==> src/rtl/glitch_pkg.sv <==
// Shared types and constants for the supply-rail glitch sweeper.
package glitch_pkg;

  typedef enum logic [2:0] {
    IDLE, RESET, SETTLE, ARM, DELAY, GLITCH, GAP, DONE
  } state_t;

  localparam logic [3:0] LED_OFF   = 4'b0000;
  localparam logic [3:0] LED_RESET = 4'b0001;
  localparam logic [3:0] LED_PREP  = 4'b0010;
  localparam logic [3:0] LED_FIRE  = 4'b0100;
  localparam logic [3:0] LED_DONE  = 4'b1000;

  localparam logic MODE_FREE = 1'b0;
  localparam logic MODE_TRIG = 1'b1;

  function automatic logic [3:0] led_of(input state_t s);
    case (s)
      RESET:              led_of = LED_RESET;
      SETTLE, ARM:        led_of = LED_PREP;
      DELAY, GLITCH, GAP: led_of = LED_FIRE;
      DONE:               led_of = LED_DONE;
      default:            led_of = LED_OFF;
    endcase
  endfunction

endpackage

==> src/rtl/glitch_sweeper_if.sv <==
// Control/status bundle between the sweeper and its host (LED/UART/test logic).
interface glitch_sweeper_if
  import glitch_pkg::*;
#(
  parameter int DLY_W = 16,
  parameter int WID_W = 8
) ();
  // start: one-cycle request, honoured only in IDLE or DONE; abort: level, wins over everything.
  logic             start;
  logic             abort;
  logic             mode;
  logic             trig;
  logic             target_pwr;
  logic             busy;
  logic             done;
  logic             glitch_stb;
  logic [DLY_W-1:0] cur_delay;
  logic [WID_W-1:0] cur_width;
  logic [31:0]      attempt;
  logic [3:0]       state_led;
  state_t           state;

  modport master (
    output start, abort, mode, trig,
    input  target_pwr, busy, done, glitch_stb, cur_delay, cur_width, attempt, state_led, state
  );

  modport slave (
    input  start, abort, mode, trig,
    output target_pwr, busy, done, glitch_stb, cur_delay, cur_width, attempt, state_led, state
  );
endinterface

==> src/rtl/sync_edge.sv <==
// Two-flop synchroniser with a rising-edge pulse, for the asynchronous target trigger.
module sync_edge (
  input  logic clk,
  input  logic rst_n,
  input  logic din,
  output logic rise
);
  logic [2:0] sr;

  always_ff @(posedge clk or negedge rst_n) begin
    if (!rst_n) sr <= '0;
    else        sr <= {sr[1:0], din};
  end

  assign rise = sr[1] & ~sr[2];
endmodule

==> src/rtl/glitch_sweeper.sv <==
// Supply-drop glitch sweeper: power-cycle, settle, then sweep delay x width glitches.
// Optional GLITCH_TRIG_TIMEOUT_EN: in triggered mode, ARM gives up after TMO_LEN cycles.
module glitch_sweeper
  import glitch_pkg::*;
#(
  parameter int CLK_HZ     = 25000000,
  parameter int RESET_LEN  = CLK_HZ,
  parameter int SETTLE_LEN = CLK_HZ / 2000,
  parameter int GAP_LEN    = CLK_HZ / 2000,
  parameter int REPS       = 5000,
  parameter int DLY_W      = 16,
  parameter int WID_W      = 8,
  parameter int DELAY_MIN  = 0,
  parameter int DELAY_MAX  = 100,
  parameter int DELAY_STEP = 1,
  parameter int WIDTH_MIN  = 1,
  parameter int WIDTH_MAX  = 4,
  parameter int TMO_LEN    = CLK_HZ
) (
  input logic              clk,
  input logic              rst_n,
  glitch_sweeper_if.slave  bus
);

  if (CLK_HZ < 1 || RESET_LEN < 1 || SETTLE_LEN < 1 || GAP_LEN < 1 || REPS < 1 ||
      DELAY_STEP < 1 || WIDTH_MIN < 1 || WIDTH_MAX < WIDTH_MIN || TMO_LEN < 1) begin : g_param_err
    $error("glitch_sweeper: illegal parameter set");
  end

`ifdef GLITCH_TRIG_TIMEOUT_EN
  localparam logic [31:0] ARM_LOAD = 32'(TMO_LEN - 1);
`else
  localparam logic [31:0] ARM_LOAD = '0;
`endif

  state_t           state, state_n;
  logic [31:0]      cnt, cnt_n;
  logic [31:0]      rep, rep_n;
  logic [DLY_W-1:0] delay_q, delay_n;
  logic [WID_W-1:0] width_q, width_n;
  logic [31:0]      attempt_q, attempt_n;
  logic             mode_q, mode_n;
  logic [DLY_W:0]   delay_next;
  logic             trig_rise, fire;
  logic             pwr_q, busy_q, done_q, stb_q;
  logic [3:0]       led_q;

  sync_edge u_trig_sync (.clk(clk), .rst_n(rst_n), .din(bus.trig), .rise(trig_rise));

  assign fire       = (mode_q == MODE_FREE) || (mode_q == MODE_TRIG && trig_rise);
  assign delay_next = {1'b0, delay_q} + (DLY_W+1)'(DELAY_STEP);

  always_comb begin
    state_n   = state;
    cnt_n     = cnt;
    rep_n     = rep;
    delay_n   = delay_q;
    width_n   = width_q;
    attempt_n = attempt_q;
    mode_n    = mode_q;
    if (bus.abort) begin
      state_n = IDLE;
    end else begin
      case (state)
        IDLE, DONE: if (bus.start) begin
          mode_n    = bus.mode;
          delay_n   = DLY_W'(DELAY_MIN);
          width_n   = WID_W'(WIDTH_MIN);
          attempt_n = '0;
          rep_n     = '0;
          state_n   = RESET;
          cnt_n     = 32'(RESET_LEN - 1);
        end
        RESET: if (cnt == '0) begin
          state_n = SETTLE;
          cnt_n   = 32'(SETTLE_LEN - 1);
        end else cnt_n = cnt - 32'd1;
        SETTLE: if (cnt == '0) begin
          state_n = ARM;
          cnt_n   = ARM_LOAD;
        end else cnt_n = cnt - 32'd1;
        ARM: begin
          if (fire && delay_q == '0) begin
            state_n   = GLITCH;
            cnt_n     = 32'(width_q) - 32'd1;
            attempt_n = attempt_q + 32'd1;
          end else if (fire) begin
            state_n = DELAY;
            cnt_n   = 32'(delay_q) - 32'd1;
          end
`ifdef GLITCH_TRIG_TIMEOUT_EN
          // Retry the same grid point from a fresh power cycle; rep is kept.
          else if (cnt == '0) begin
            state_n = RESET;
            cnt_n   = 32'(RESET_LEN - 1);
          end else cnt_n = cnt - 32'd1;
`endif
        end
        DELAY: if (cnt == '0) begin
          state_n   = GLITCH;
          cnt_n     = 32'(width_q) - 32'd1;
          attempt_n = attempt_q + 32'd1;
        end else cnt_n = cnt - 32'd1;
        GLITCH: if (cnt == '0) begin
          state_n = GAP;
          cnt_n   = 32'(GAP_LEN - 1);
        end else cnt_n = cnt - 32'd1;
        GAP: if (cnt != '0) begin
          cnt_n = cnt - 32'd1;
        end else if (rep < 32'(REPS - 1)) begin
          rep_n   = rep + 32'd1;
          state_n = ARM;
          cnt_n   = ARM_LOAD;
        end else if (width_q < WID_W'(WIDTH_MAX)) begin
          width_n = width_q + WID_W'(1);
          rep_n   = '0;
          state_n = RESET;
          cnt_n   = 32'(RESET_LEN - 1);
        end else if (delay_next > (DLY_W+1)'(DELAY_MAX)) begin
          state_n = DONE;
        end else begin
          delay_n = delay_next[DLY_W-1:0];
          width_n = WID_W'(WIDTH_MIN);
          rep_n   = '0;
          state_n = RESET;
          cnt_n   = 32'(RESET_LEN - 1);
        end
        default: state_n = IDLE;
      endcase
    end
  end

  // Status flops are loaded from the next state so they line up with the state register.
  always_ff @(posedge clk or negedge rst_n) begin
    if (!rst_n) begin
      state     <= IDLE;
      cnt       <= '0;
      rep       <= '0;
      delay_q   <= DLY_W'(DELAY_MIN);
      width_q   <= WID_W'(WIDTH_MIN);
      attempt_q <= '0;
      mode_q    <= MODE_FREE;
      pwr_q     <= 1'b0;
      busy_q    <= 1'b0;
      done_q    <= 1'b0;
      stb_q     <= 1'b0;
      led_q     <= LED_OFF;
    end else begin
      state     <= state_n;
      cnt       <= cnt_n;
      rep       <= rep_n;
      delay_q   <= delay_n;
      width_q   <= width_n;
      attempt_q <= attempt_n;
      mode_q    <= mode_n;
      pwr_q     <= state_n inside {SETTLE, ARM, DELAY, GAP, DONE};
      busy_q    <= !(state_n inside {IDLE, DONE});
      done_q    <= (state_n == DONE);
      stb_q     <= (state_n == GLITCH) && (state != GLITCH);
      led_q     <= led_of(state_n);
    end
  end

  assign bus.target_pwr = pwr_q;
  assign bus.busy       = busy_q;
  assign bus.done       = done_q;
  assign bus.glitch_stb = stb_q;
  assign bus.cur_delay  = delay_q;
  assign bus.cur_width  = width_q;
  assign bus.attempt    = attempt_q;
  assign bus.state_led  = led_q;
  assign bus.state      = state;

endmodule

==> src/flat_wrapper.sv <==
// flat-port wrapper written by rule: the top's interface ports become plain ports
module glitch_sweeper_flat import glitch_pkg::*;
#(
  parameter int CLK_HZ     = 25000000,
  parameter int RESET_LEN  = CLK_HZ,
  parameter int SETTLE_LEN = CLK_HZ / 2000,
  parameter int GAP_LEN    = CLK_HZ / 2000,
  parameter int REPS       = 5000,
  parameter int DLY_W      = 16,
  parameter int WID_W      = 8,
  parameter int DELAY_MIN  = 0,
  parameter int DELAY_MAX  = 100,
  parameter int DELAY_STEP = 1,
  parameter int WIDTH_MIN  = 1,
  parameter int WIDTH_MAX  = 4,
  parameter int TMO_LEN    = CLK_HZ
)
  (clk, rst_n, bus_start, bus_abort, bus_mode, bus_trig, bus_target_pwr, bus_busy, bus_done, bus_glitch_stb, bus_cur_delay, bus_cur_width, bus_attempt, bus_state_led, bus_state);
  glitch_sweeper_if #(.DLY_W(DLY_W), .WID_W(WID_W)) bus_i ();
  input logic clk;
  input logic rst_n;
  input wire logic [$bits(bus_i.start)-1:0] bus_start;
  input wire logic [$bits(bus_i.abort)-1:0] bus_abort;
  input wire logic [$bits(bus_i.mode)-1:0] bus_mode;
  input wire logic [$bits(bus_i.trig)-1:0] bus_trig;
  output wire logic [$bits(bus_i.target_pwr)-1:0] bus_target_pwr;
  output wire logic [$bits(bus_i.busy)-1:0] bus_busy;
  output wire logic [$bits(bus_i.done)-1:0] bus_done;
  output wire logic [$bits(bus_i.glitch_stb)-1:0] bus_glitch_stb;
  output wire logic [$bits(bus_i.cur_delay)-1:0] bus_cur_delay;
  output wire logic [$bits(bus_i.cur_width)-1:0] bus_cur_width;
  output wire logic [$bits(bus_i.attempt)-1:0] bus_attempt;
  output wire logic [$bits(bus_i.state_led)-1:0] bus_state_led;
  output wire logic [$bits(bus_i.state)-1:0] bus_state;
  assign bus_i.start = bus_start;
  assign bus_i.abort = bus_abort;
  assign bus_i.mode = bus_mode;
  assign bus_i.trig = bus_trig;
  assign bus_target_pwr = bus_i.target_pwr;
  assign bus_busy = bus_i.busy;
  assign bus_done = bus_i.done;
  assign bus_glitch_stb = bus_i.glitch_stb;
  assign bus_cur_delay = bus_i.cur_delay;
  assign bus_cur_width = bus_i.cur_width;
  assign bus_attempt = bus_i.attempt;
  assign bus_state_led = bus_i.state_led;
  assign bus_state = bus_i.state;
  glitch_sweeper #(.CLK_HZ(CLK_HZ), .RESET_LEN(RESET_LEN), .SETTLE_LEN(SETTLE_LEN), .GAP_LEN(GAP_LEN), .REPS(REPS), .DLY_W(DLY_W), .WID_W(WID_W), .DELAY_MIN(DELAY_MIN), .DELAY_MAX(DELAY_MAX), .DELAY_STEP(DELAY_STEP), .WIDTH_MIN(WIDTH_MIN), .WIDTH_MAX(WIDTH_MAX), .TMO_LEN(TMO_LEN)) u_core (.clk(clk), .rst_n(rst_n), .bus(bus_i));
endmodule
==> config.mk <==
export PLATFORM = sky130hd
export DESIGN_NAME = glitch_sweeper_flat
export DESIGN_NICKNAME = d
export VERILOG_FILES = /design/src/rtl/glitch_pkg.sv /design/src/rtl/glitch_sweeper_if.sv /design/src/rtl/sync_edge.sv /design/src/rtl/glitch_sweeper.sv /design/src/flat_wrapper.sv
export SDC_FILE = /design/constraint.sdc
export NUM_CORES = 1
export LEC_CHECK = 0
export CORE_MARGIN = 2
export CORE_UTILIZATION = 59
export CTS_CLUSTER_DIAMETER = 150
export DETAILED_ROUTE_END_ITERATION = 10
export PLACE_DENSITY = 0.92
export SETUP_SLACK_MARGIN = 0.3
export SLEW_MARGIN = 20
export SYNTH_ARGS = -nofsm -noshare
export SYNTH_HDL_FRONTEND = slang
export SYNTH_HIERARCHICAL = 1
export SYNTH_SLANG_ARGS = --single-unit
==> constraint.sdc <==
create_clock -name clk -period 4.01 [get_ports clk]
set_input_delay 0.401 -clock clk [delete_from_list [all_inputs] [get_ports clk]]
set_output_delay 0.401 -clock clk [all_outputs]
set_load 0.005 [all_outputs]
Yosys cells after proc, flatten, opt, wreduce, memory -nomap -nowiden. Cells that the tools add are included.

Flip-flop bits (word level): 135. Output and inout port bits: 67. Word-level logic and storage cells: 123.

Muxes and demuxes: 46. Add/subtract/negate cells: 7. Reduce and logical (&&, ||, !) cells: 24. Bitwise operators: 4. Magnitude comparators: 3. Equality and inequality tests: 26.

Operators with widths (count): $mux 32 (17); $pmux 32 s6 (1); $pmux 32 s3 (1); $mux 16 (5); $add 32x1->32 const B (2); $pmux 32 s2 (1); $mux 8 (5); $mux 3 (12); $logic_not 32->1 (1); $lt 32x13->1 const B (1); $pmux 16 s2 (1); $reduce_bool 32->1 (1); $sub 32x1->32 const B (1); $eq 3x3->1 const B (8); $pmux 3 s7 (1); $add 16x1->17 const B (1); $gt 17x7->1 const B (1); $sub 16x1->17 const B (1); $logic_not 16->1 (1); $pmux 4 s4 (1); $pmux 8 s2 (1); $eq 3x2->1 const B (4); $ne 2x2->1 const B (5); $reduce_and 5->1 (2); 25 further kinds (35).

Longest topological paths before layout. Gate-level depths: netlist of the first run.

Depth in word-level cells: 11. Gate-level depth with buffers: 12.

Hierarchy. Netlist of the first run, hierarchy kept.

Modules (own cells, without submodules): glitch_sweeper (area an instance 8509.4 um2, seq. area each 3304.4 um2, instances 1, cells each 990); sync_edge (area an instance 88.8 um2, seq. area each 75.1 um2, instances 1, cells each 4).

Worst setup path after synthesis of the first run. No wires, ideal clock.

Path type: register to register. From: reg u_core.delay_q[0] (netlist: u_core/bus.cur_delay[0]). To: reg u_core.attempt_q[15] (netlist: u_core/bus.attempt[15]). Library setup time: 0.087 ns. Path buffers: 2. Slack: 1.143 ns. Arrival: 2.780 ns. Clock period less this slack: 2.867 ns. Stages on the path, launching flop included: 12. Required time: 3.923 ns. Path through: dfrtp_1 > clkbuf_1 > inv_1 > ha_1 > nor3b_1 > nor3b_2 > and4_1 > o221a_1 > buf_6 > nand2_2 > or4_1 > o211ai_1.

Word-level cells in the longest chain between the ends: 4.

RTL lines: from (decl) (RTL line glitch_sweeper.sv:39) `logic [DLY_W-1:0] delay_q, delay_n;`; from (signal assigned) (RTL line glitch_sweeper.sv:139) `delay_q <= DLY_W'(DELAY_MIN);`; from (signal assigned) (RTL line glitch_sweeper.sv:152) `delay_q <= delay_n;`; $logic_not 16->1 (RTL line glitch_sweeper.sv:83) `if (fire && delay_q == '0) begin`; $logic_and 1x1->1 (RTL line glitch_sweeper.sv:83); $ne 2x1->1 (no source line); $reduce_and 5->1 (no source line); to (signal assigned) (RTL line glitch_sweeper.sv:154) `attempt_q <= attempt_n;`; to (decl) (RTL line glitch_sweeper.sv:41) `logic [31:0] attempt_q, attempt_n;`.

No other way between the ends. A chain may end at the register's enable or synchronous reset.

Worst setup path after layout of the first run.
From: reg u_core.delay_q[0] (netlist: u_core/bus.cur_delay[0]). To: reg u_core.cnt[1].

Word-level cells in the longest chain between the ends: 4. Elaborated cells between the ends (all ways): 11. Those cells by class: 2 x add/sub; 1 x order compare; 2 x eq/ne; 3 x mux; 3 x reduce/logical.

RTL lines: $add 16x1->17, or another cell as far along (RTL line glitch_sweeper.sv:51) `assign delay_next = {1'b0, delay_q} + (DLY_W+1)'(DELAY_STEP);`; $gt 17x7->1, or another cell as far along (RTL line glitch_sweeper.sv:119) `end else if (delay_next > (DLY_W+1)'(DELAY_MAX)) begin`; $ne 5x2->1 (no source line), or another cell as far along; $reduce_and 4->1 (no source line) / $pmux 32 s6 (equally long branches); to (signal assigned) (RTL line glitch_sweeper.sv:150) `cnt <= cnt_n;`; to (decl) (RTL line glitch_sweeper.sv:37) `logic [31:0] cnt, cnt_n;`.

Parallel ways exist; a longest one is shown, timed or not. The select of a mux whose other input is x is not followed.

==> key figures, run 1 <==
Placement
  • Area of placed instances: 9410 sq um
  • Placed insts: 1204
  • # port buffers: 72
  • DP HPWL: 16000 microns
  • Gp weighted congestion: 0.940

Timing
  • Setup violators final: 0
  • Layout Skew: 0.00911 ns
  • Unrepaired setup endpoints after global routing: false
  • Slew @ Worst Pin: 0.842 ns
  • Peak Freq: 289 MHz
  • Worst slew margin: 43.9%
  • Setup TNS: 0 ns
  • Max-slew violation count: 0
  • Final Critical Period: 3.45 ns
  • Final Hold Viols: 0
  • Final period utilization: 86.1%

Power and ir drop
  • Pwr/cell area: 540 nW/um^2
  • IR drop worst, VDD: 0.356 mV
  • Leak pwr: 4.15 nW
  • Power, Total: 5.41 mW

Run
  • Max cap viols: 0

Setup path
  • Required time of the critical path: 4.33 ns
  • Critical path fanouts, max: 13
  • Startpoint Class: flop
  • Worst Path Arrival: 3.78 ns
  • Crit end category: flop
  • Reg2Reg Depth: 8
  • Flop-to-flop setup slack: 0.56 ns
  • Crit path kind: reg2reg

Final layout
  • Design area: 10000 sq um
  • Layout area overhead: 16.6%
  • Commonest non-fill, non-tap cell in the layout: dfrtp_1
  • Antenna cells: 0
  • Commonest cells after routing, fill and taps aside: dfrtp_1 (134), nor2_1 (81), clkdlybuf4s50_1 (71), nand2_1 (69), a21oi_1 (67)
  • Fin cells: 1236
  • Final nets: 1053
  • Share of cells above drive strength 1: 9.32%

Yosys
  • Synthesized area: 8600 sq um
  • Mapped Cells: 994
  • Fraction of registers with async set/reset: 100%
  • EDFF count, synth: 0
  • Synth top area share: 39.0%
  • Mean area per synthesized cell: 8.65 sq um
  • Synth cell types: 86
  • Register area share after synthesis: 39.3%
  • Top_reg_cell synth: dfrtp_1
  • Synth area leaders: dfrtp_1 (39%), a21oi_1 (3.9%), o31ai_1 (3.6%)
  • Flip-flop and latch count after synthesis: 135
  • Syn Nets: 1008
  • YS warnings: 6
  • Synth area leader: dfrtp_1

Status
  • Outcome: finished clean

GRT
  • Global-route total usage across every layer: 30.9%
  • Initial antenna violation count: 0
  • Vias in the first global route: 7917
  • First-pass GRT wire length: 39700 microns
  • Gr ovfl total: 0
  • Pin count of the biggest net entering global routing: 92

Clock network
  • Worst-Skew Late Latency: 0.44 ns
  • CTS root buf: clkbuf_16
  • CTS Buf Count: 17
  • Max H-tree Level: 4
  • Post-CTS setup buffers: 0
  • CTS tree: built
  • Hold buffers post-CTS: 0
  • Sink Count: 135
  • Clock Path Buffers: 2
  • Clk slew on worst S/H paths: 0.07 ns

Worst hold path
  • Worst Hold Class: in2async

Route
  • Routed Antenna Nets: 0
  • Routed WL per cell: 19.3 microns
  • Final WL: 23800 microns
  • DR pass1 iterations: 6
  • Routed vias: 8530
  • Post-route DRC: 0
  • Initial DRC count: 1247
  • Vias per cell: 6.90

Die
  • Die Y-Extent: 125 microns
  • Initial Utilization: 59.8%
  • Core ar.: 14400 sq um
  • Total die area: 15600 sq um
  • # rows: 44
  • I/O Pins: 73
  • Die Wd: 125 microns
## logic make-up after synthesis
| family | count (synthesis) | share of synthesized area [%] |
|---|---|---|
| XOR/XNOR | 47 | 4.79 |
| adder cells (fa/ha/maj) | 8 | 1.16 |
| flip-flops | 135 | 39.3 |
| buffers and inverters | 112 | 5.43 |
| AND/OR/NAND/NOR | 413 | 26.4 |
| multiplexers | 14 | 1.75 |
| AO/OA/AOI/OAI | 265 | 21.2 |
## sequential cells by signal, indices dropped and copies added (netlist names)
register / cells
u_core/bus.cur_delay: 16
u_core/bus.attempt: 32
u_core/bus.target_pwr: 1
u_core/u_trig_sync/sr: 3
u_core/rep: 32
u_core/mode_q: 1
u_core/bus.glitch_stb: 1
u_core/bus.state: 3
u_core/cnt: 32
u_core/bus.done: 1
u_core/bus.busy: 1
u_core/bus.cur_width: 8
u_core/bus.state_led: 4
## power breakdown
part	switching, mW	internal [mW]
registers	0.255	1.55
clock network	0.708	0.894
logic	1.24	0.769
## critical path, stage by stage, from the launching register on
cell      delay, ns
dfrtp_1        0.60
ha_1           0.49
nand2_1        0.14
nor3_1         0.30
mux2i_1        0.28
o211ai_1       0.24
o311a_1        0.45
nor2_2         0.44
mux2_2         0.39
## per-stage QoR
step | hold slack [ns] | setup slack [ns] | utilization (%)
global route | 0.0895 | 0.391 | 69.8
floorplan | 0.105 | 1.14 | -
finish | 0.00700 | 0.556 | 69.8
CTS | 0.0719 | 0.489 | 69.7
global placement | 0.341 | 0.754 | 65.5
detailed placement | 0.352 | 0.573 | 65.5
## path summary, 6_finish.rpt
check / from / to
worst max register to register: u_core/bus.cur_delay[0] / u_core/cnt[1]
worst min register to register: u_core/u_trig_sync/sr[0] / u_core/u_trig_sync/sr[1]
min in group clk: u_core/u_trig_sync/sr[0] / u_core/u_trig_sync/sr[1]
max in group asynchronous: rst_n / u_core/bus.cur_delay[9]
worst max-delay path: u_core/bus.cur_delay[0] / u_core/cnt[1]
worst min-delay path: rst_n / u_core/bus.attempt[4]
## layer usage
layer	up-vias	wire length, microns	track usage (%)
met1	4111	9540	41.0
met2	520	11300	49.1
met4	0	825	14.5
met5	-	0	0
met3	92	2120	5.76
li1	3807	-	-
## layout make-up
type | instances | area, sq um
Sequential cell | 135 | 3380
Timing Repair Buffer | 92 | 872
Fill cell | 1074 | 4340
Multi-Input combinational cell | 747 | 4770
Inverter | 46 | 173
Tap cell | 184 | 230
Clock buffer | 17 | 425
Clock inverter | 15 | 174
## synth_stat cells (4+ instances only)
| cell type | count |
|---|---|
| dfrtp_1 | 134 |
| or3_1 | 12 |
| nor2_1 | 81 |
| or4_1 | 14 |
| o211ai_1 | 8 |
| inv_1 | 44 |
| nand2_1 | 69 |
| xnor2_1 | 24 |
| and4_1 | 10 |
| a21o_1 | 8 |
| nor3b_1 | 8 |
| nor4_2 | 6 |
| mux2_1 | 5 |
| a21oi_1 | 67 |
| o31ai_1 | 41 |
| nand4_1 | 30 |
| nor4_1 | 33 |
| a211oi_1 | 9 |
| o21ai_1 | 13 |
| ha_1 | 8 |
| o221ai_1 | 5 |
| and3_1 | 17 |
| nor3_1 | 41 |
| a31oi_1 | 19 |
| and2_1 | 8 |
| clkbuf_1 | 35 |
| nor2b_1 | 11 |
| mux2i_1 | 6 |
| nand2b_1 | 6 |
| o21ai_0 | 33 |
| nor3_2 | 4 |
| o31a_1 | 8 |
| o21a_1 | 4 |
| xor2_1 | 23 |
| nand3_1 | 44 |
| buf_2 | 25 |
## repair_timing
item | CTS | global route
resized for setup | 0 | 2
endpoints found under the hold margin | 0 | 0
setup endpoints to repair | 0 | 15
No activity file was read; power rests on OpenSTA's default activity.
==> run 2, diff against run 1 <==
--- a/config.mk
+++ b/config.mk
@@ -6,7 +6,7 @@
 export NUM_CORES = 1
 export LEC_CHECK = 0
 export CORE_MARGIN = 2
-export CORE_UTILIZATION = 59
+export CORE_UTILIZATION = 58
 export CTS_CLUSTER_DIAMETER = 150
 export DETAILED_ROUTE_END_ITERATION = 10
 export PLACE_DENSITY = 0.92
@@ -14,5 +14,4 @@
 export SLEW_MARGIN = 20
 export SYNTH_ARGS = -nofsm -noshare
 export SYNTH_HDL_FRONTEND = slang
-export SYNTH_HIERARCHICAL = 1
 export SYNTH_SLANG_ARGS = --single-unit
==> key figures, run 2 <==
Route
  • Routed WL per cell: 18.0 microns (-6.5%)
  • Routed vias: 7539 (-12%)
  • Final WL: 21000 microns (-12%)
  • Initial DRC count: 939 (-25%)
  • Vias per cell: 6.48 (-6.2%)
  • Routed Antenna Nets: 0 (unchanged)
  • Post-route DRC: 0 (unchanged)
  • DR pass1 iterations: 8 (+2)

GRT
  • Global-route total usage across every layer: 29.5% (-1.4 points)
  • Pin count of the biggest net entering global routing: 64 (-30%)
  • First-pass GRT wire length: 34200 microns (-14%)
  • Initial antenna violation count: 0 (unchanged)
  • Gr ovfl total: 0 (unchanged)
  • Vias in the first global route: 6927 (-13%)

Timing
  • Final Hold Viols: 0 (unchanged)
  • Layout Skew: 0.00965 ns (+0.000542 ns)
  • Setup TNS: 0 ns (unchanged)
  • Worst setup margin: 0.558 ns (+0.00287 ns)
  • Final Critical Period: 3.45 ns (-0.00287 ns)
  • Worst slew margin: 40.2% (-3.7 points)
  • Setup violators final: 0 (unchanged)
  • Final period utilization: 86.1% (about the same)
  • Max-slew violation count: 0 (unchanged)
  • Peak Freq: 290 MHz (about the same)
  • Unrepaired setup endpoints after global routing: false
  • Slew @ Worst Pin: 0.891 ns (+0.0486 ns)

Die
  • Die Y-Extent: 120 microns (-3.8%)
  • # rows: 42 (-4.5%)
  • Die Wd: 120 microns (-3.8%)
  • Total die area: 14400 sq um (-7.4%)
  • I/O Pins: 73 (unchanged)
  • Core ar.: 13200 sq um (-8.2%)
  • Initial Utilization: 59.2% (-0.66 points)

Yosys
  • EDFF count, synth: 0 (unchanged)
  • Syn Nets: 926 (-8.1%)
  • Flip-flop and latch count after synthesis: 135 (unchanged)
  • Top_reg_cell synth: dfrtp_1
  • Synth area leaders: dfrtp_1 (43%), o21ai_0 (5.3%), nor2_1 (5.2%)
  • Mapped Cells: 911 (-8.4%)
  • Most frequent cells after synthesis: dfrtp_1 (134), nor2_1 (109), o21ai_0 (83), nand2_1 (68), a21oi_1 (67)
  • Top-count cell post-synth: dfrtp_1
  • Mean area per synthesized cell: 8.57 sq um (-0.94%)
  • Register area share after synthesis: 43.3% (+4.0 points)
  • Synth top area share: 43.0% (+4.0 points)
  • Synth area leader: dfrtp_1
  • Synthesized area: 7810 sq um (-9.2%)
  • YS warnings: 0 (-6)
  • Fraction of registers with async set/reset: 100% (unchanged)
  • Synth cell types: 76 (-12%)

Setup path
  • Slowest library cell on the worst path: a2111o_1
  • Required time of the critical path: 4.30 ns (-0.03 ns)
  • Startpoint Class: flop
  • Reg2Reg Depth: 9 (+1)
  • CP max stage delay: 0.67 ns (+0.07 ns)
  • Worst Path Arrival: 3.74 ns (-0.04 ns)
  • WP depth: 9 (+1)
  • Crit path kind: reg2reg
  • Buf/Inv on CP: 0 (unchanged)
  • Critical path fanouts, max: 41 (+28)
  • Crit path cell chain: ha_1 > and4_1 > and2_1 > and4b_1 > o21bai_1 > a2111o_1 > a31o_2 > nor4_1 > a21oi_1
  • Crit end category: flop
  • Delay-heaviest family, CP: compound AO/OA/AOI/OAI gates

Final layout
  • Design area: 9310 sq um (-7.2%)
  • Antenna cells: 0 (unchanged)
  • Layout area overhead: 19.2%
  • Final nets: 990 (-6.0%)
  • Commonest non-fill, non-tap cell in the layout: dfrtp_1
  • Commonest cells after routing, fill and taps aside: dfrtp_1 (134), nor2_1 (108), o21ai_0 (83), clkdlybuf4s50_1 (71), nand2_1 (68)
  • Share of cells above drive strength 1: 7.89% (-1.4 points)

Run
  • Max cap viols: 0 (unchanged)

Clock network
  • Clk slew on worst S/H paths: 0.06 ns (about the same)
  • CTS Buf Count: 17 (unchanged)
  • Post-CTS setup buffers: 0 (unchanged)
  • CTS tree: built
  • # resized after CTS: 0 (unchanged)
  • Sink Count: 135 (unchanged)
  • CTS root buf: clkbuf_16
  • Worst-Skew Late Latency: 0.43 ns (about the same)
  • Max H-tree Level: 4 (unchanged)
  • Hold buffers post-CTS: 1 (+1)
  • Clock Path Buffers: 2 (unchanged)

Power and ir drop
  • IR drop worst, VDD: 0.545 mV (+53%)
  • Part of the power in registers: 37.0% (+3.7 points)
  • Leak pwr: 3.98 nW (-4.0%)
  • Logic gate share of total power: 27.1% (-10 points)
  • Int Pwr: 2.95 mW (-8.2%)
  • Switching share of power: 35.3% (-5.3 points)
  • Switching pwr: 1.61 mW (-27%)
  • Pwr/cell area: 490 nW/um^2 (-9.2%)
  • Clock power share: 36.0% (+6.4 points)

Placement
  • # port buffers: 72 (unchanged)
  • Area of placed instances: 8680 sq um (-7.8%)
  • DP HPWL: 13800 microns (-14%)
  • Gp weighted congestion: 0.927 (-1.4%)
  • Worst slack at placement: 0.673 ns (+0.0996 ns)

Worst hold path
  • Min-Delay Path Depth: 0
  • Worst Hold Class: reg2reg

Status
  • Outcome: finished clean
run 2: layer usage:
layer / global-route usage (%) / share of wire (%) / up-vias
li1: - / - / 3421
met1: 39.2 / 40 / 3667
met2: 48.0 / 50 / 395
met3: 5.51 / 8.0 / 56
met4: 11.3 / 2.5 / 0
met5: 0 / 0 / -
run 2: power groups by stage:
stage	registers [mW]	logic, mW	clock network [mW]
2_1_floorplan	1.65	0.841	0
3_3_place_gp	1.69	1.16	0
3_5_place_dp	1.70	1.19	0
4_1_cts	1.68	1.21	1.64
5_1_grt	1.71	1.35	1.71
6_report	1.69	1.23	1.64
run 2: cell type report:
class / count / area [sq um]
Multi-Input combinational cell: 706 / 4140
Inverter: 27 / 101
Fill cell: 908 / 3880
Clock buffer: 17 / 425
Tap cell: 176 / 220
Timing Repair Buffer: 88 / 845
Clock inverter: 15 / 191
Sequential cell: 135 / 3380
run 2: worst register-to-register path, delay by kind of cell, from the launching register on:
kind	cells	cell delay, ns
AOI/OAI and AO/OA	4	1.39
and+or+nand+nor	4	1.09
DFF	1	0.52
adders and majority gates	1	0.33
run 2: per-stage QoR:
step / cells / hold slack [ns] / utilization, % / total power, mW
floorplan: 911 / 0.105 / - / 2.49
global placement: 1131 / 0.348 / 65.8 / 2.85
detailed placement: 1131 / 0.354 / 65.8 / 2.89
CTS: 1164 / 0.368 / 70.6 / 4.53
global route: 1164 / 0.370 / 70.6 / 4.76
finish: 1164 / 0.364 / 70.6 / 4.56
run 2: logic make-up after synthesis:
group / count (synthesis) / synth area share [%]
and+or+nand+nor: 398 / 26.5
AOI/OAI and AO/OA: 248 / 19.3
DFF: 135 / 43.3
buffers and inverters: 70 / 3.65
xor gates and xnor gates: 48 / 5.39
adders and majority gates: 9 / 1.44
muxes: 3 / 0.401
run 2: final timing paths:
path / slack [ns] / start / end
worst max-delay path: 0.56 / u_core.bus.cur_delay[0] / u_core.cnt[1]
worst min-delay path: 0.36 / u_core.u_trig_sync.sr[0] / u_core.u_trig_sync.sr[1]
worst max register to register: 0.56 / u_core.bus.cur_delay[0] / u_core.cnt[1]
worst min register to register: 0.36 / u_core.u_trig_sync.sr[0] / u_core.u_trig_sync.sr[1]
max in group asynchronous: 2.53 / rst_n / u_core.cnt[18]
min in group asynchronous: 0.53 / rst_n / u_core.bus.cur_delay[6]
==> variant (settings of run 2) <==
Build with the macro `GLITCH_TRIG_TIMEOUT_EN` defined.
--- a/src/rtl/glitch_sweeper.sv
+++ b/src/rtl/glitch_sweeper.sv
@@ -1,4 +1,6 @@
 // Supply-drop glitch sweeper: power-cycle, settle, then sweep delay x width glitches.
 // Optional GLITCH_TRIG_TIMEOUT_EN: in triggered mode, ARM gives up after TMO_LEN cycles.
+`define GLITCH_TRIG_TIMEOUT_EN
+
 module glitch_sweeper
   import glitch_pkg::*;
Function: no difference found for any inputs over 4 cycles, from zero or initial values and one cycle with rst_n low; that may be too few to reach the edited logic, so the function may still have changed.
==> variant against run 2 <==
- worst hold slack worse by 0.33 ns
- largest cell class unchanged
- synthesized area up 7.0%
- routed wire length up 11%
- sequential cell count unchanged
- setup slack lost 0.065 ns
- total power is 13% higher
- final area up 5.1%
==> variant: results (changes against run 2) <==
INFO  metric dpl-instance-area = 0.009200 mm^2 (was 0.008680 mm^2)
INFO  metric worst_pin_slew = 0.9853 ns (was 0.8905 ns)
INFO  metric synth_compound_gate_area_share = 21.50% (was 19.35%)
INFO  metric power.combinational.fraction = 37.0% (was 27.1%)
INFO  metric drtIter0Drc = 980 (was 939)
INFO  metric detailed_placement_hpwl = 15.53 mm (was 13.77 mm)
INFO  metric grt_max_degree = 116 (was 64)
INFO  metric vdd_drop_max = 0.4544 mV (was 0.5449 mV)
INFO  metric synth_sequential_area_ratio = 40.46% (was 43.29%)
INFO  metric fin_nets = 1046 (was 990)
INFO  metric synthTopCellsByArea = sky130_fd_sc_hd__dfrtp_1 40%, sky130_fd_sc_hd__nor2_1 4.5%, sky130_fd_sc_hd__o21ai_0 4.3% (was sky130_fd_sc_hd__dfrtp_1 43%, sky130_fd_sc_hd__o21ai_0 5.3%, sky130_fd_sc_hd__nor2_1 5.2%)
INFO  metric gp_congestion = 0.9400 (was 0.9269)
INFO  metric p_switching = 2030 uW (was 1612 uW)
INFO  metric cpMaxStageDelayCell = sky130_fd_sc_hd__dfrtp_1 (was sky130_fd_sc_hd__a2111o_1)
INFO  metric drive_above_1_share = 7.854% (was 7.895%)
INFO  metric globalRouteTotalUtil = 31.12% (was 29.47%)
INFO  metric num_antenna_cells = 0 (unchanged)
INFO  metric run_status = complete, no violations (unchanged)
INFO  metric clk_root_buffer_cell = sky130_fd_sc_hd__clkbuf_16 (unchanged)
INFO  metric synthXorXnorAreaFrac = 5.139% (was 5.385%)
INFO  metric grt_pass1_wl = 37.29 mm (was 34.19 mm)
INFO  metric synth_commonest_cells = 134 x sky130_fd_sc_hd__dfrtp_1, 100 x sky130_fd_sc_hd__nor2_1, 72 x sky130_fd_sc_hd__nand2_1 (was 134 x sky130_fd_sc_hd__dfrtp_1, 109 x sky130_fd_sc_hd__nor2_1, 83 x sky130_fd_sc_hd__o21ai_0)
INFO  metric clock_skew = 0.009679 ns (was 0.009654 ns)
INFO  metric avgRoutedWirePerCell = 18.99 um (was 18.01 um)
INFO  metric cp-startpoint = u_core.bus.cur_delay[1]$_DFFE_PN0P_ (was u_core.bus.cur_delay[0]$_DFFE_PN0P_)
INFO  metric muxShareOfSynthArea = 0.7491% (was 0.4007%)
INFO  metric setup.worst_path.end = u_core.cnt[6]$_DFFE_PN0P_ (was u_core.cnt[1]$_DFFE_PN0P_)
INFO  metric holdCritPathClass = input pin to async pin (was flop to flop)
INFO  metric via_per_inst = 6.596 (was 6.477)
INFO  metric fillers = 1018 (was 908)
INFO  metric count_of_cell_types_in_the_netlist = 79 (was 76)
INFO  metric number_of_global_route_vias_before_repair = 7594 (was 6927)
INFO  metric synthAdderAreaFrac = 1.348% (was 1.443%)
INFO  metric power.clock.fraction = 29.6% (was 36.0%)
INFO  metric dr.pass1.iters = 6 (was 8)
INFO  metric syn_nets = 990 (was 926)
INFO  metric worst-r2r-setup-slack = 0.49 ns (was 0.56 ns)
==> variant: changes by cell type after synthesis, moves of 8 or more <==
cell / run 2 / this run
sky130_fd_sc_hd__a31oi_1: 19 / 8
sky130_fd_sc_hd__and2_1: 20 / 31
sky130_fd_sc_hd__and3_1: 16 / 25
sky130_fd_sc_hd__nor2_1: 109 / 100
sky130_fd_sc_hd__nor2b_1: 10 / 2
sky130_fd_sc_hd__nor4_1: 16 / 24
sky130_fd_sc_hd__o21a_1: 1 / 13
sky130_fd_sc_hd__o21ai_0: 83 / 71
==> variant: metrics by stage <==
stage / instances / setup slack (ns) / hold slack [ns] / power (uW)
5_1_grt: 1224 / 0.3157 / 0.1862 / 5398
3_3_place_gp: 1191 / 0.5492 / 0.3508 / 3493
2_1_floorplan: 975 / 1.177 / 0.1054 / 2948
6_report: 1224 / 0.4936 / 0.03183 / 5156
3_5_place_dp: 1191 / 0.4217 / 0.3435 / 3540
4_1_cts: 1223 / 0.4272 / 0.1783 / 5070
==> variant: final cells by class <==
| class | instances | area, um^2 | area share [%] |
|---|---|---|---|
| Multi-Input combinational cell | 753 | 4627 | 47.31 |
| Timing Repair Buffer | 90 | 859.6 | 8.789 |
| Clock inverter | 9 | 103.9 | 1.062 |
| Inverter | 34 | 127.6 | 1.305 |
| Sequential cell | 135 | 3379 | 34.55 |
| Tap cell | 180 | 225.2 | 2.303 |
| Clock buffer | 23 | 457.9 | 4.682 |
==> variant: metal layers <==
layer	track usage, %	vias to the layer above	share of wire (%)
li1	-	3670	-
met3	8.745	71	9.6
met4	10.53	0	2.5
met2	50.52	445	48
met1	40.20	3887	40
met5	0	-	0
==> variant: repair_timing <==
item / 4_1_cts / 5_1_grt
endpoints found under the setup margin: 0 / 11
setup buffers: 0 / 0
resized for setup: 0 / 2
